[src/rtl/sync_fifo_pkg.sv]
// Shared constants and helpers for the parametrised synchronous FIFO.
// Pointer arithmetic wraps at any depth, including non-power-of-two depths.
package sync_fifo_pkg;

  localparam int DATA_W_DEF = 4;
  localparam int DEPTH_DEF  = 9;

  function automatic int cnt_w(input int depth);
    return $clog2(depth + 1);
  endfunction

  function automatic int ptr_inc(input int ptr, input int depth);
    return (ptr == depth - 1) ? 0 : ptr + 1;
  endfunction

endpackage

[src/rtl/sync_fifo_mem.sv]
// Storage array for sync_fifo_param.
// One synchronous write port and one asynchronous read port; contents are never reset.
module sync_fifo_mem
  import sync_fifo_pkg::*;
#(
  parameter int DATA_W = DATA_W_DEF,
  parameter int DEPTH  = DEPTH_DEF,
  parameter int PTR_W  = $clog2(DEPTH)
) (
  input  logic              clk,
  input  logic              we,
  input  logic [PTR_W-1:0]  waddr,
  input  logic [DATA_W-1:0] wdata,
  input  logic [PTR_W-1:0]  raddr,
  output logic [DATA_W-1:0] rdata
);

  logic [DATA_W-1:0] mem [DEPTH];

  always_ff @(posedge clk) begin
    if (we) mem[waddr] <= wdata;
  end

  assign rdata = mem[raddr];

endmodule

[src/rtl/sync_fifo_param.sv]
// Parametrised single-clock FIFO with thresholds, occupancy count and error pulses.
// Define SYNC_FIFO_FWFT_EN for first-word-fall-through reads; default is registered reads.
module sync_fifo_param
  import sync_fifo_pkg::*;
#(
  parameter int DATA_W     = DATA_W_DEF,
  parameter int DEPTH      = DEPTH_DEF,
  parameter int ALFULL_TH  = 5,
  parameter int ALEMPTY_TH = 1
) (
  input  logic                      clk,
  input  logic                      rst_n,
  input  logic [DATA_W-1:0]         din,
  input  logic                      wr_en,
  input  logic                      rd_en,
  output logic [DATA_W-1:0]         dout,
  output logic                      dout_vld,
  output logic                      buf_empty,
  output logic                      buf_full,
  output logic                      alfull,
  output logic                      alempty,
  output logic [cnt_w(DEPTH)-1:0]   data_cnt,
  output logic                      overflow,
  output logic                      underflow
);

  localparam int CNT_W = cnt_w(DEPTH);
  localparam int PTR_W = $clog2(DEPTH);
  localparam logic [CNT_W-1:0] FULL_CNT = CNT_W'(DEPTH);
  localparam logic [CNT_W-1:0] AF_CNT   = CNT_W'(ALFULL_TH);
  localparam logic [CNT_W-1:0] AE_CNT   = CNT_W'(ALEMPTY_TH);

  logic [PTR_W-1:0]  wr_ptr, rd_ptr;
  logic [CNT_W-1:0]  cnt_next;
  logic [DATA_W-1:0] mem_rdata;
  logic              wr_acc, rd_acc;

  // Acceptance uses the registered flags, so a full FIFO rejects writes even during a pop
  assign wr_acc = wr_en & ~buf_full;
  assign rd_acc = rd_en & ~buf_empty;

  always_comb begin
    cnt_next = data_cnt;
    if (wr_acc && !rd_acc)      cnt_next = data_cnt + 1'b1;
    else if (rd_acc && !wr_acc) cnt_next = data_cnt - 1'b1;
  end

  sync_fifo_mem #(
    .DATA_W(DATA_W),
    .DEPTH (DEPTH),
    .PTR_W (PTR_W)
  ) u_mem (
    .clk  (clk),
    .we   (wr_acc & rst_n),
    .waddr(wr_ptr),
    .wdata(din),
    .raddr(rd_ptr),
    .rdata(mem_rdata)
  );

  // Flags are derived from the next count so they line up with data_cnt
  always_ff @(posedge clk) begin
    if (!rst_n) begin
      wr_ptr    <= '0;
      rd_ptr    <= '0;
      data_cnt  <= '0;
      buf_empty <= 1'b1;
      buf_full  <= 1'b0;
      alfull    <= 1'b0;
      alempty   <= 1'b1;
      overflow  <= 1'b0;
      underflow <= 1'b0;
    end else begin
      if (wr_acc) wr_ptr <= PTR_W'(ptr_inc(int'(wr_ptr), DEPTH));
      if (rd_acc) rd_ptr <= PTR_W'(ptr_inc(int'(rd_ptr), DEPTH));
      data_cnt  <= cnt_next;
      buf_empty <= (cnt_next == '0);
      buf_full  <= (cnt_next == FULL_CNT);
      alfull    <= (cnt_next >= AF_CNT);
      alempty   <= (cnt_next <= AE_CNT);
      overflow  <= wr_en & buf_full;
      underflow <= rd_en & buf_empty;
    end
  end

`ifdef SYNC_FIFO_FWFT_EN
  assign dout     = buf_empty ? '0 : mem_rdata;
  assign dout_vld = ~buf_empty;
`else
  always_ff @(posedge clk) begin
    if (!rst_n) begin
      dout     <= '0;
      dout_vld <= 1'b0;
    end else begin
      dout_vld <= rd_acc;
      if (rd_acc) dout <= mem_rdata;
    end
  end
`endif

endmodule

[config.mk]
export PLATFORM = sky130hd
export DESIGN_NAME = sync_fifo_param
export DESIGN_NICKNAME = d
export VERILOG_FILES = /design/src/rtl/sync_fifo_pkg.sv /design/src/rtl/sync_fifo_mem.sv /design/src/rtl/sync_fifo_param.sv
export SDC_FILE = /design/constraint.sdc
export NUM_CORES = 1
export LEC_CHECK = 0
export BUFFER_PORTS_ARGS = -buffer_cell sky130_fd_sc_hd__clkbuf_2
export CAP_MARGIN = 20
export CORE_UTILIZATION = 58
export CTS_BUF_LIST = sky130_fd_sc_hd__clkbuf_4 sky130_fd_sc_hd__clkbuf_8 sky130_fd_sc_hd__clkbuf_16
export CTS_CLUSTER_SIZE = 30
export DETAILED_ROUTE_END_ITERATION = 10
export GPL_TIMING_DRIVEN = 0
export PLACE_DENSITY = 0.81
export SYNTH_ARGS = -nofsm -noshare
export SYNTH_HDL_FRONTEND = slang
export SYNTH_SLANG_ARGS = --single-unit
[constraint.sdc]
create_clock -name clk -period 1.9 [get_ports clk]
set_input_delay 0.38 -clock clk [delete_from_list [all_inputs] [get_ports clk]]
set_output_delay 0.38 -clock clk [all_outputs]
set_load 0.02 [all_outputs]
==> impl_metrics.tcl, run 1 <==
set metrics [dict create \
    status "finished clean" \
    nets 251 \
    antenna_found_initial 0 \
    synthesis.instances 202 \
    synthTopCellsByArea "edfxtp_1, dfxtp_1, mux4_2" \
    yosysWarnings 0 \
    antenna_cells 0 \
    cts_sinks 59 \
    setup_violations 0 \
    critPathKind "input pin to flip-flop" \
    grt_pass1_vias 1476 \
    routed_via_density 5.57 \
    critPathMaxFanout 10 \
    max-cap-violations 0 \
    overflow 0 \
    synth-edff-count 36 \
    boundaryPins 23 \
    max_freq_mhz 566 \
    arrival_ns 1.73 \
    synth_area_mm2 0.00258 \
    clock_latency_ns 0.34 \
    yosysMostFrequentCell "edfxtp_1" \
    placed_cell_area_mm2 0.00276 \
    drive_gt1_frac 0.258 \
    drc 0 \
    synth_top_area_share 0.418 \
    synth_cell_types 42 \
    slew_violations 0 \
    final_area_mm2 0.00296 \
    slowest_stage "nor3_1" \
    via_count 1615 \
    clk_pin_slew_ns 0.06 \
    fin_crit_sh 0.930 \
    grt.busiest_layer "met2" \
    die_area_mm2 0.00473 \
    grt.met3_usage 0.0707 \
    yosysTopAreaCell "edfxtp_1" \
    slew_headroom 0.546 \
    min_period_ns 1.77 \
    slowest_delay_ns 0.58 \
    dp_hpwl_mm 3.19 \
    drt_iter0_markers 71 \
    crit_path_end_kind "flip-flop" \
    die_height_um 68.7 \
    wire_per_inst_um 15.2 \
    cts_setup_buffers 0 \
    htreeDepth 3 \
    gp_congestion 0.799 \
    ys_seq_area_frac 0.597 \
    cts_tree "done" \
    die_w_um 68.7 \
    rows 23 \
    cts-root-buf "clkbuf_8" \
    use_met1 0.290 \
    floorplan.initialDensity 0.623 \
    core-area_mm2 0.00414 \
    synth-async-reset-ratio 0 \
    finalHoldViolCount 0 \
    syn_to_final_growth_pct 14.5 \
    grt_pass1_wl_mm 6.95 \
    ys.flop_type "edfxtp_1" \
    clk_path_buf_depth 2 \
    rsz0062_at_grt "no" \
    final_antenna_net_count 0 \
    finalSetupTns_ns 0 \
    crit_path_start_kind "input pin" \
    syn_area_per_cell_um2 12.8 \
    synth-seq-cells 59 \
    hold_ws_ns 0.315 \
    grt_max_degree 12 \
    syn-num-nets 218 \
    worst_ep_required_time_ns 1.86 \
    drt_wl_total_mm 4.42 \
    synth_top_cells_by_count "edfxtp_1, nand2_1, dfxtp_1, ha_1, mux4_2" \
    powerDensity_mw_per_mm2 1050 \
    portBuffers 22 \
    hold_path.class "input pin to flip-flop" \
    fin_skew_ns 0.0107 \
    power_leakage_nw 1.11 \
    drt_pass1_iterations 4 \
    grt_usage 0.221 \
    cp_cell_sequence "clkbuf_2 > clkbuf_1 > nand3_1 > nor3_1" \
    use_met2 0.313 \
    vdd_ir_drop_max_mv 0.800 \
    cts_buffers 9 \
    worst_pin_slew_ns 0.676 \
]
final timing paths:
path                                start         endpoint  slack, ns  cells past startpoint
worst max register to register  wr_ptr[0]  u_mem.mem[0][2]       0.14                      4
worst min register to register  buf_empty         dout_vld       0.50                      1
worst max-delay path                rst_n  u_mem.mem[0][2]       0.13                      4
worst min-delay path                rd_en         dout_vld       0.31                      3
state kept, by name (all words and copies together), names as in the netlist:
signal     flops
overflow       1
dout_vld       1
alfull         1
underflow      1
buf_full       1
alempty        1
u_mem.mem     36
rd_ptr         4
data_cnt       4
wr_ptr         4
buf_empty      1
dout           4
critical path, delay by kind of cell:
kind / cells / cell delay (ns)
AND/OR/NAND/NOR: 2 / 0.83
buffers and inverters: 2 / 0.51
metal layers:
layer,vias up,routed length [um]
li1,806,-
met4,0,105
met2,30,2000
met5,-,0
met3,9,146
met1,770,2170
layout make-up:
class / count / area (um2)
clock buffers: 10 / 131
clock inverters: 6 / 66.3
plain buffers: 9 / 43.8
inverters: 6 / 22.5
flip-flops and latches: 59 / 1540
fillers: 307 / 1180
multi-input cells: 128 / 981
repair buffers: 22 / 110
well taps: 50 / 62.6
report_power, final:
part	leakage, nW	internal, mW	total [mW]	switching [mW]
clock	0.0919	0.618	1.10	0.484
sequential	0.513	1.43	1.49	0.0589
combinational	0.508	0.217	0.526	0.309
total	1.11	2.27	3.12	0.852
logic make-up after synthesis:
logic type,Yosys count,share of synthesized area
adder cells (fa/ha/maj),8,0.0387
flip-flops,59,0.597
multiplexers,14,0.0959
buffers and inverters,15,0.0257
AO/OA/AOI/OAI,30,0.0867
AND/OR/NAND/NOR,76,0.156
cells in the final DEF, fill, tap and decap left out, drive strengths merged, types with 2 or more instances in the layout:
cell / synthesis / final
and2: 6 / 6
nor3b: 2 / 2
inv: 6 / 6
clkinv: 0 / 2
a21boi: 7 / 7
and3: 2 / 2
buf: 4 / 4
mux2i: 6 / 6
nand4b: 2 / 2
a21oi: 2 / 2
ha: 8 / 8
nor4: 2 / 2
a22oi: 3 / 3
a21o: 3 / 3
nand3: 7 / 7
nor2b: 3 / 3
mux4: 8 / 8
o211ai: 3 / 3
nand2b: 4 / 4
o21ai: 7 / 7
dfxtp: 23 / 23
edfxtp: 36 / 36
nor2: 4 / 4
clkbuf: 5 / 37
nand2: 33 / 33
nor3: 6 / 6
clkinvlp: 0 / 3
or3: 2 / 2
stage by stage:
step | power (mW) | util | worst slack, ns | instances
after CTS | 3.14 | 0.713 | 0.0881 | 290
after global routing | 3.26 | 0.714 | 0.0117 | 290
after floorplan | 1.90 | - | 0.325 | 202
after detailed placement | 2.05 | 0.665 | -0.244 | 274
after global placement | 2.03 | 0.665 | -0.166 | 274
final | 3.12 | 0.714 | 0.132 | 290
timing repair:
action,CTS,global route
hold buffers,0,0
setup endpoints to repair,0,4
resized for setup,0,1
Power figures use the tool's default switching activity.
==> run 2: changes to the inputs <==
--- a/config.mk
+++ b/config.mk
@@ -5,14 +5,17 @@
 export SDC_FILE = /design/constraint.sdc
 export NUM_CORES = 1
 export LEC_CHECK = 0
+export ABC_AREA = 1
 export BUFFER_PORTS_ARGS = -buffer_cell sky130_fd_sc_hd__clkbuf_2
 export CAP_MARGIN = 20
-export CORE_UTILIZATION = 58
+export CORE_MARGIN = 2
+export CORE_UTILIZATION = 59
 export CTS_BUF_LIST = sky130_fd_sc_hd__clkbuf_4 sky130_fd_sc_hd__clkbuf_8 sky130_fd_sc_hd__clkbuf_16
 export CTS_CLUSTER_SIZE = 30
 export DETAILED_ROUTE_END_ITERATION = 10
 export GPL_TIMING_DRIVEN = 0
-export PLACE_DENSITY = 0.81
+export PLACE_DENSITY = 0.82
 export SYNTH_ARGS = -nofsm -noshare
 export SYNTH_HDL_FRONTEND = slang
+export SYNTH_HIERARCHICAL = 1
 export SYNTH_SLANG_ARGS = --single-unit
==> run 2 against run 1 <==
  * Final cell count up 41%
  * Clock-buffer cell count unchanged
  * First-iteration DRC count grew 76%
  * Synthesized cell count rose by 58%
  * Setup slack improved by 0.065 ns
  * Critical path type is now flip-flop to flip-flop
  * Critical endpoint is now u_mem/mem[8][3]
==> impl_metrics.tcl, run 2 <==
set metrics [dict create \
    drc 0 \
    floorplan.initialDensity 0.622 \
    r2r_cells 5 \
    ys.flop_type "edfxtp_1" \
    die_height_um 72.4 \
    finalSetupTns_ns 0 \
    clock_latency_ns 0.33 \
    min_from "wr_en" \
    synth_top_area_share 0.391 \
    rows 24 \
    portBuffers 22 \
    max-cap-violations 0 \
    grt_pass1_vias 1976 \
    grt_max_degree 11 \
    hold_path_end "overflow" \
    synth-async-reset-ratio 0 \
    setup_violations 0 \
    nets 366 \
    r2r_end "u_mem/mem[8][3]" \
    regMostFlops "u_mem/mem" \
    syn-num-nets 333 \
    final_common_cell "nand2_1" \
    layout_common_cells "nand2_1, inv_1, nand3_1, edfxtp_1, nor2_1" \
    routed_via_density 5.15 \
    final_area_mm2 0.00313 \
    synth-seq-cells 59 \
    filler_cell_count 329 \
    grt_pass1_wl_mm 8.80 \
    cts_sinks 59 \
    synth_top_family_by_area "simple AND/OR/NAND/NOR gates" \
    arrival_ns 1.67 \
    pre_cts_ws_ns 0.0259 \
    drt_pass1_iterations 4 \
    placed_cell_area_mm2 0.00294 \
    dp_hpwl_mm 3.78 \
    synth_cell_types 23 \
    hold_path.class "input pin to flip-flop" \
    core-area_mm2 0.00444 \
    regToRegSetupSlack_ns 0.20 \
    timing.rr.start "buf_full" \
    synth_top_cells_by_count "nand2_1, inv_1, nand3_1, edfxtp_1, nor2_1" \
    htreeDepth 3 \
    die_w_um 72.4 \
    cts_resized 0 \
    rsz0062_at_grt "no" \
    ctsHoldBuffers 0 \
    synth-edff-count 36 \
    finalHoldViolCount 0 \
    cts_setup_buffers 0 \
    synthTopCellsByArea "edfxtp_1, dfxtp_1, nand2_1" \
    power.total_mw 3.26 \
    drt_iter0_markers 125 \
    synth.area.mux_share 0 \
    die_area_mm2 0.00525 \
    min_path_cells 3 \
    critPathKind "flip-flop to flip-flop" \
    setup_ws_ns 0.197 \
    cts_tree "done" \
    synth_compound_area_frac 0.0163 \
    yosysTopAreaCell "edfxtp_1" \
    slew_headroom 0.578 \
    fin_crit_sh 0.896 \
    largest_reg_flops 36 \
    critPathMaxFanout 7 \
    crit_path_end_kind "flip-flop" \
    clk_path_buf_depth 2 \
    fin_skew_ns 0.0115 \
    min_period_ns 1.70 \
    power_leakage_nw 1.47 \
    status "finished clean" \
    synthesis.instances 319 \
    syn_area_per_cell_um2 8.66 \
    worst_ep_required_time_ns 1.87 \
    max_freq_mhz 587 \
    ys_seq_area_frac 0.558 \
    synth-xor-area-share 0.0127 \
    overflow 0 \
    crit_path_start_kind "flip-flop" \
    cts-root-buf "clkbuf_8" \
    yosysMostFrequentCell "nand2_1" \
    antenna_found_initial 0 \
    drive_gt1_frac 0.174 \
    worst_pin_slew_ns 0.628 \
    gp_congestion 0.932 \
    slew_violations 0 \
    yosys.area_share.simple 0.288 \
    syn_to_final_growth_pct 13.1 \
    powerDensity_mw_per_mm2 1040 \
    synthAdderAreaFrac 0.0272 \
    antenna_cells 0 \
    drt_wl_total_mm 5.24 \
    wire_per_inst_um 12.8 \
    via_count 2107 \
    fin_util 0.704 \
    boundaryPins 23 \
    synth_area_mm2 0.00276 \
    yosysWarnings 6 \
    clk_pin_slew_ns 0.07 \
    cts_buffers 9 \
    final_antenna_net_count 0 \
    grt_usage 0.226 \
    vdd_ir_drop_max_mv 0.727 \
]
## run 2: per-layer routing
layer | global-route usage | wire, um | vias to the layer above
li1 | - | - | 1076
met4 | 0.0947 | 65 | 0
met2 | 0.373 | 2560 | 58
met1 | 0.275 | 2320 | 966
met3 | 0.0694 | 295 | 7
met5 | 0 | 0 | -
## run 2: cell type report
type,count,area [um2],share of cell area
buffer,6,58.8,0.0188
clock buffer,10,131,0.0420
clock inverter,6,56.3,0.0180
inverter,55,211,0.0676
multi-input combinational,199,952,0.305
sequential,59,1540,0.493
tap,52,65.1,0.0208
timing repair buffer,22,110,0.0352
## run 2: worst max-delay path by stage
| stage | slack (ns) | start | to | cells past startpoint |
|---|---|---|---|---|
| 2_1_floorplan | 0.38 | buf_full | u_mem/mem[8][0] | 5 |
| 3_3_place_gp | 0.06 | rst_n | u_mem/mem[8][3] | 5 |
| 3_5_place_dp | 0.03 | rst_n | u_mem/mem[8][1] | 5 |
| 4_1_cts | 0.18 | buf_full | u_mem/mem[8][3] | 5 |
| 5_1_grt | 0.03 | buf_full | u_mem/mem[8][1] | 5 |
| 6_report | 0.20 | buf_full | u_mem/mem[8][3] | 5 |
## run 2: metrics by stage
step,cells,hold WS (ns)
3_5_place_dp,393,0.461
2_1_floorplan,319,0.473
5_1_grt,409,0.317
4_1_cts,409,0.308
3_3_place_gp,393,0.460
6_report,409,0.312
## run 2: cell families after synthesis
group,after synthesis
AO/OA/AOI/OAI,9
XOR/XNOR,4
adder cells (fa/ha/maj),6
buffers and inverters,61
AND/OR/NAND/NOR,180
flip-flops,59
## run 2: power breakdown
part	internal, mW	total (mW)	switching, mW	leakage [nW]
logic	0.236	0.680	0.444	0.861
clock network	0.608	1.08	0.470	0.0969
registers	1.44	1.50	0.0665	0.513
## run 2: worst max-delay path, stage by stage (launching register included)
cell	delay, ns
dfxtp_1	0.35
inv_1	0.09
nand2_2	0.11
nor2_1	0.18
nand3_1	0.10
nor3_1	0.50
